--- src/rtl/i2c_cmd_queue.sv ---
// Command FIFO in front of i2c_controller: queues PCA9685 register accesses,
// issues them one at a time over execute/busy and returns read data.
module i2c_cmd_queue #(
    parameter int unsigned DEPTH    = 8,
    parameter logic [6:0]  DEV_ADDR = 7'h40,
    parameter int unsigned TIMEOUT  = 255
) (
    input  logic                       clk_i,
    input  logic                       rst_ni,
    input  logic                       push_i,
    input  logic                       push_rw_i,
    input  logic [7:0]                 push_reg_i,
    input  logic [7:0]                 push_val_i,
    output logic                       full_o,
    output logic                       empty_o,
    output logic [$clog2(DEPTH):0]     level_o,
    output logic                       idle_o,
    output logic                       rd_valid_o,
    output logic [7:0]                 rd_reg_o,
    output logic [7:0]                 rd_data_o,
    output logic                       overflow_o,
    output logic                       timeout_o,
    input  logic                       clr_err_i,
    output logic [6:0]                 address_o,
    output logic                       rw_o,
    output logic [7:0]                 register_id_o,
    output logic [7:0]                 register_value_o,
    output logic                       execute_o,
    input  logic                       busy_i,
    input  logic [7:0]                 register_value_i
);

    localparam int unsigned AW = $clog2(DEPTH);
    localparam int unsigned TW = $clog2(TIMEOUT + 1);

    typedef enum logic [1:0] {
        ST_IDLE   = 2'd0,
        ST_LAUNCH = 2'd1,
        ST_RUN    = 2'd2,
        ST_DONE   = 2'd3
    } state_t;

    logic [16:0]   mem_r [DEPTH];
    logic [AW-1:0] wr_ptr_r;
    logic [AW-1:0] rd_ptr_r;
    logic [AW:0]   count_r;
    logic [AW:0]   count_nx_s;
    logic          full_r;
    logic          empty_r;
    logic          idle_r;
    state_t        state_r;
    logic [TW-1:0] tmo_cnt_r;
    logic          exec_r;
    logic          rw_r;
    logic [7:0]    reg_id_r;
    logic [7:0]    reg_val_r;
    logic          rd_valid_r;
    logic [7:0]    rd_reg_r;
    logic [7:0]    rd_data_r;
    logic          overflow_r;
    logic          timeout_r;
    logic          pop_s;
    logic          push_ok_s;
    logic          push_drop_s;
    logic          tmo_hit_s;

    // Pop/push arbitration, timeout detection and next FIFO occupancy.
    always_comb begin
        pop_s       = (state_r == ST_IDLE) && !empty_r && !busy_i;
        push_ok_s   = push_i && (!full_r || pop_s);
        push_drop_s = push_i && full_r && !pop_s;
        tmo_hit_s   = (state_r == ST_LAUNCH) && !busy_i &&
                      (tmo_cnt_r == TW'(TIMEOUT - 1));
        count_nx_s  = count_r;
        case ({push_ok_s, pop_s})
            2'b10:   count_nx_s = count_r + (AW+1)'(1'b1);
            2'b01:   count_nx_s = count_r - (AW+1)'(1'b1);
            default: count_nx_s = count_r;
        endcase
    end

    // FIFO storage, pointers and registered occupancy flags.
    always_ff @(posedge clk_i or negedge rst_ni) begin
        if (!rst_ni) begin
            for (int i = 0; i < int'(DEPTH); i++) begin
                mem_r[i] <= 17'd0;
            end
            wr_ptr_r <= '0;
            rd_ptr_r <= '0;
            count_r  <= '0;
            full_r   <= 1'b0;
            empty_r  <= 1'b1;
        end else begin
            if (push_ok_s) begin
                mem_r[wr_ptr_r] <= {push_rw_i, push_reg_i, push_val_i};
                wr_ptr_r        <= wr_ptr_r + AW'(1'b1);
            end
            if (pop_s) begin
                rd_ptr_r <= rd_ptr_r + AW'(1'b1);
            end
            count_r <= count_nx_s;
            full_r  <= (count_nx_s == (AW+1)'(DEPTH));
            empty_r <= (count_nx_s == (AW+1)'(0));
        end
    end

    // Sticky error flags; a fresh error outranks a clear in the same cycle.
    always_ff @(posedge clk_i or negedge rst_ni) begin
        if (!rst_ni) begin
            overflow_r <= 1'b0;
            timeout_r  <= 1'b0;
        end else begin
            overflow_r <= push_drop_s | (overflow_r & ~clr_err_i);
            timeout_r  <= tmo_hit_s   | (timeout_r  & ~clr_err_i);
        end
    end

    // Handshake FSM with registered controller-side and read-return outputs.
    always_ff @(posedge clk_i or negedge rst_ni) begin
        if (!rst_ni) begin
            state_r    <= ST_IDLE;
            tmo_cnt_r  <= '0;
            exec_r     <= 1'b0;
            rw_r       <= 1'b0;
            reg_id_r   <= 8'h00;
            reg_val_r  <= 8'h00;
            rd_valid_r <= 1'b0;
            rd_reg_r   <= 8'h00;
            rd_data_r  <= 8'h00;
            idle_r     <= 1'b1;
        end else begin
            rd_valid_r <= 1'b0;
            case (state_r)
                ST_IDLE: begin
                    if (pop_s) begin
                        {rw_r, reg_id_r, reg_val_r} <= mem_r[rd_ptr_r];
                        exec_r    <= 1'b1;
                        tmo_cnt_r <= '0;
                        state_r   <= ST_LAUNCH;
                        idle_r    <= 1'b0;
                    end else begin
                        exec_r <= 1'b0;
                        idle_r <= (count_nx_s == (AW+1)'(0));
                    end
                end
                ST_LAUNCH: begin
                    if (busy_i) begin
                        exec_r  <= 1'b0;
                        state_r <= ST_RUN;
                    end else if (tmo_hit_s) begin
                        // Controller never answered: abandon this command.
                        exec_r  <= 1'b0;
                        state_r <= ST_IDLE;
                        idle_r  <= (count_nx_s == (AW+1)'(0));
                    end else begin
                        tmo_cnt_r <= tmo_cnt_r + TW'(1'b1);
                    end
                end
                ST_RUN: begin
                    exec_r <= 1'b0;
                    if (!busy_i) begin
                        state_r <= ST_DONE;
                        if (rw_r) begin
                            rd_valid_r <= 1'b1;
                            rd_reg_r   <= reg_id_r;
                            rd_data_r  <= register_value_i;
                        end
                    end
                end
                ST_DONE: begin
                    state_r <= ST_IDLE;
                    idle_r  <= (count_nx_s == (AW+1)'(0));
                end
                default: begin
                    exec_r  <= 1'b0;
                    state_r <= ST_IDLE;
                    idle_r  <= (count_nx_s == (AW+1)'(0));
                end
            endcase
        end
    end

    assign full_o           = full_r;
    assign empty_o          = empty_r;
    assign level_o          = count_r;
    assign idle_o           = idle_r;
    assign rd_valid_o       = rd_valid_r;
    assign rd_reg_o         = rd_reg_r;
    assign rd_data_o        = rd_data_r;
    assign overflow_o       = overflow_r;
    assign timeout_o        = timeout_r;
    assign address_o        = DEV_ADDR;
    assign rw_o             = rw_r;
    assign register_id_o    = reg_id_r;
    assign register_value_o = reg_val_r;
    assign execute_o        = exec_r;

endmodule

--- config.mk ---
export PLATFORM = sky130hd
export DESIGN_NAME = i2c_cmd_queue
export DESIGN_NICKNAME = d
export VERILOG_FILES = /design/src/rtl/i2c_cmd_queue.sv
export SDC_FILE = /design/constraint.sdc
export NUM_CORES = 1
export LEC_CHECK = 0
export CAP_MARGIN = 20
export CORE_ASPECT_RATIO = 0.5
export CORE_MARGIN = 1
export CORE_UTILIZATION = 52
export DETAILED_ROUTE_END_ITERATION = 10
export PLACE_DENSITY = 0.76
export SLEW_MARGIN = 40
export SYNTH_ARGS = -nofsm -noshare
export SYNTH_HDL_FRONTEND = slang
export SYNTH_SLANG_ARGS = --single-unit
--- constraint.sdc ---
create_clock -name clk_i -period 3.65 [get_ports clk_i]
set_input_delay 0.365 -clock clk_i [delete_from_list [all_inputs] [get_ports clk_i]]
set_output_delay 0.365 -clock clk_i [all_outputs]
set_load 0.05 [all_outputs]
==> results.md, run 1 <==
- result of the run: finished, violations left
- failing checks: hold timing
- detailed-route via count: 5225
- hold violation total from the final report: 2
- CP dominant cell by count: ha_1
- sequential element share of the synthesized area: 0.554
- total negative slack: 0 ps
- CP Buf/Inv Count: 3
- estimated wirelength of the detail-placed design: 10800 um
- total wire length after detailed routing: 17600 um
- count of unique library cells instantiated by Yosys: 51
- worst-case clock buffer depth: 2
- clock tree from TritonCTS: done
- P per Cell Area: 984 nW/um2
- # Post-CTS Setup Buffers: 0
- clock transition at the register clock pins on the worst setup and hold paths after CTS: 70 ps
- Achievable Freq: 0.302 GHz
- final net count: 748
- initial antenna violation count: 0
- gp weighted congestion: 0.837
- reg-to-reg critical path startpoint: state_r[0]
- Remaining Overflow, GRT: 0
- timing startpoint of the critical path: state_r[0]
- via count of the first global-routing pass: 5521
- post-cts gate resize count: 0
- top cells by area in the synthesized netlist: dfrtp_1, mux2_2, mux4_2, nand2_1, mux2i_1
- Setup Skew: 15.8 ps
- horizontal die dimension: 187 um
- power consumption: 0.0103 W
- number of instances in the synthesized netlist: 633
- CP cell instances: inv_1 -> ha_1 -> nand2b_1 -> or2_1 -> clkinv_2 -> o21a_1 -> inv_1 -> ha_1 -> xor2_1 -> ha_1 -> a21oi_1 -> mux2i_1 -> xnor2_1 -> or2_2 -> o41ai_1
- fillers: 1210
- number of antenna diodes: 0
- cell at the slowest stage of the critical path: dfrtp_1
- standard-cell row count: 33
- arrival time worst endpoint: 3620 ps
- number of synthesized flops with an enable pin: 0
- synth-to-layout area growth: 17.5%
- Max rail drop VDD: 0.410 mV
- synthesized area per cell: 14.0 um2
- Hold Crit Class: primary input to asynchronous set/reset pin
- Vias per Instance: 5.53
- most frequent cells in the layout: dfrtp_1, mux2_2, clkdlybuf4s50_1
- largest net degree at the start of global routing: 86
- Slew Viols, Final: 0
- Yosys warning total: 0
- actual transition at the worst max-transition pin: 740 ps
- flip-flop and latch count after synthesis: 196
- maximum capacitance violations: 0
- clock network latency to the later pin of the worst-skew pair: 430 ps
- WL per Instance: 18.6 um
- starting density of the core: 0.537
- CTS Root Buffer Type: clkbuf_16
- standby leakage power: 4.57 nW
- final period utilization: 0.906
- Final min period: 3310 ps
- worst hold slack: -7.34 ps
- Die Height: 94.3 um
- most used flip-flop cell after synthesis: dfrtp_1
- CP top delay family: adder cells
- length of the first detailed-routing pass in iterations: 4
- wire length of the first global-routing pass: 29300 um
- fraction of registers with async set or reset after synthesis: 1.00
- Critical Path Max Stage Delay: 460 ps
- Slew headroom: 0.506
- top-level I/O count: 81
- global-route usage over all layers: 0.217
- kind of start point of the critical path: flop
- unrepaired setup endpoints after global routing: false
- post-route DRC violation count: 0
- hold buffer count at cts: 0
- number of design-rule violations left by the first detailed-router iteration: 329
- fraction of layout cells with a size suffix above 1: 0.309
- Antenna Nets Post-Route: 0
- post-synth top area cell: dfrtp_1
- maximum level of the CTS H-tree: 4
- Final Setup Violations: 0
- fraction of synthesized cell area taken by the top area cell type: 0.548
- commonest non-fill, non-tap cell in the layout: dfrtp_1
- CP max FO: 7
- total clock buffers created by CTS: 17
- Total Die Area: 17600 um2
- Worst Path Class, Setup: flop to flop
- Floorplan Core Area: 16500 um2
- Setup crit end kind: flop
- data required time of the critical path: 3960 ps
- CTS Sinks: 196
- buffers added on ports: 73
- cell area after synthesis: 8860 um2
-- registers in the layout, summed over array words and instances, names as in the netlist, 3 cells and up, named ones only --
name	cells
wr_ptr_r	3
rd_ptr_r	3
level_o	4
rd_reg_o	8
rd_data_o	8
register_value_o	8
tmo_cnt_r	8
register_id_o	8
mem_r	136
-- through the flow --
stage	area, um2	hold slack (ps)	worst slack, ps	utilization	instances
2_1_floorplan	8880	69.4	124	-	638
3_3_place_gp	9800	457	392	0.593	913
3_5_place_dp	9800	459	350	0.593	913
4_1_cts	10400	8.18	334	0.629	945
5_1_grt	10400	32.8	94.8	0.631	945
6_report	10400	-7.34	344	0.631	945
-- cells by family (layout without fill, tap and decap cells) --
logic type | after synthesis | count (layout) | synth area share
AOI/OAI and AO/OA | 38 | 38 | 0.0248
xor gates and xnor gates | 13 | 13 | 0.0128
adders and majority gates | 13 | 13 | 0.0183
buffers and inverters | 49 | 129 | 0.0299
DFF | 196 | 196 | 0.554
muxes | 189 | 189 | 0.285
other | 2 | 7 | 0.000847
and+or+nand+nor | 133 | 133 | 0.0747
-- per-layer routing --
layer / vias to the layer above / track usage / wire length (um)
met4: 0 / 0.0471 / 57
met2: 88 / 0.354 / 8450
met1: 2740 / 0.305 / 8520
met5: - / 0 / 0
met3: 4 / 0.0448 / 588
li1: 2393 / - / -
-- area by class of cell --
class	count	area (um2)	area share
sequential	196	4910	0.472
multi-input combinational	393	3740	0.359
timing repair buffer	87	852	0.0818
clock buffer	19	453	0.0435
tap	227	284	0.0273
clock inverter	13	139	0.0133
inverter	10	38.8	0.00372
-- where the power goes --
| part | switching (W) | total, W | leakage (nW) | internal (W) |
|---|---|---|---|---|
| Combinational | 0.00215 | 0.00435 | 1.90 | 0.00220 |
| Clock | 0.000860 | 0.00186 | 0.288 | 0.00100 |
| Sequential | 0.000797 | 0.00403 | 2.38 | 0.00324 |
-- worst reg2reg max path: cells and delay by family (launching register included) --
kind                     cells  cell delay [ps]
adder cells (fa/ha/maj)      3              650
XOR/XNOR                     2              270
buffers and inverters        3              300
multiplexers                 1              240
AO/OA/AOI/OAI                3              640
flip-flops                   1              460
AND/OR/NAND/NOR              3              650
-- cells in the mapped netlist (all sizes together) (3+ instances only) --
master,number
mux2i,18
nand3,5
o21ai,4
inv,8
nor2b,5
xor2,9
ha,13
xnor2,4
nor3b,3
clkbuf,14
buf,25
mux2,137
mux4,34
a21oi,24
nor2,30
nand4,5
nand2,65
nand2b,5
dfrtp,194
and3,3
-- worst paths after layout --
| check | to | slack, ps | depth (start not counted) |
|---|---|---|---|
| setup / recovery | idle_o | 340 | 15 |
| hold / removal | rd_data_o[5] | -7 | 1 |
| setup reg to reg | idle_o | 340 | 15 |
| hold reg to reg | idle_o | 480 | 2 |
| max in group asynchronous | mem_r[32] | 2750 | 2 |
| min in group clk_i | rd_data_o[4] | 470 | 3 |
No activity file was read; power rests on OpenSTA's default activity.
==> inputs of run 2 (changes only) <==
Settings changed: GPL_ROUTABILITY_DRIVEN set to 0.
==> results of run 2 <==
Final layout, timing and power as in run 1 (identical DEF).
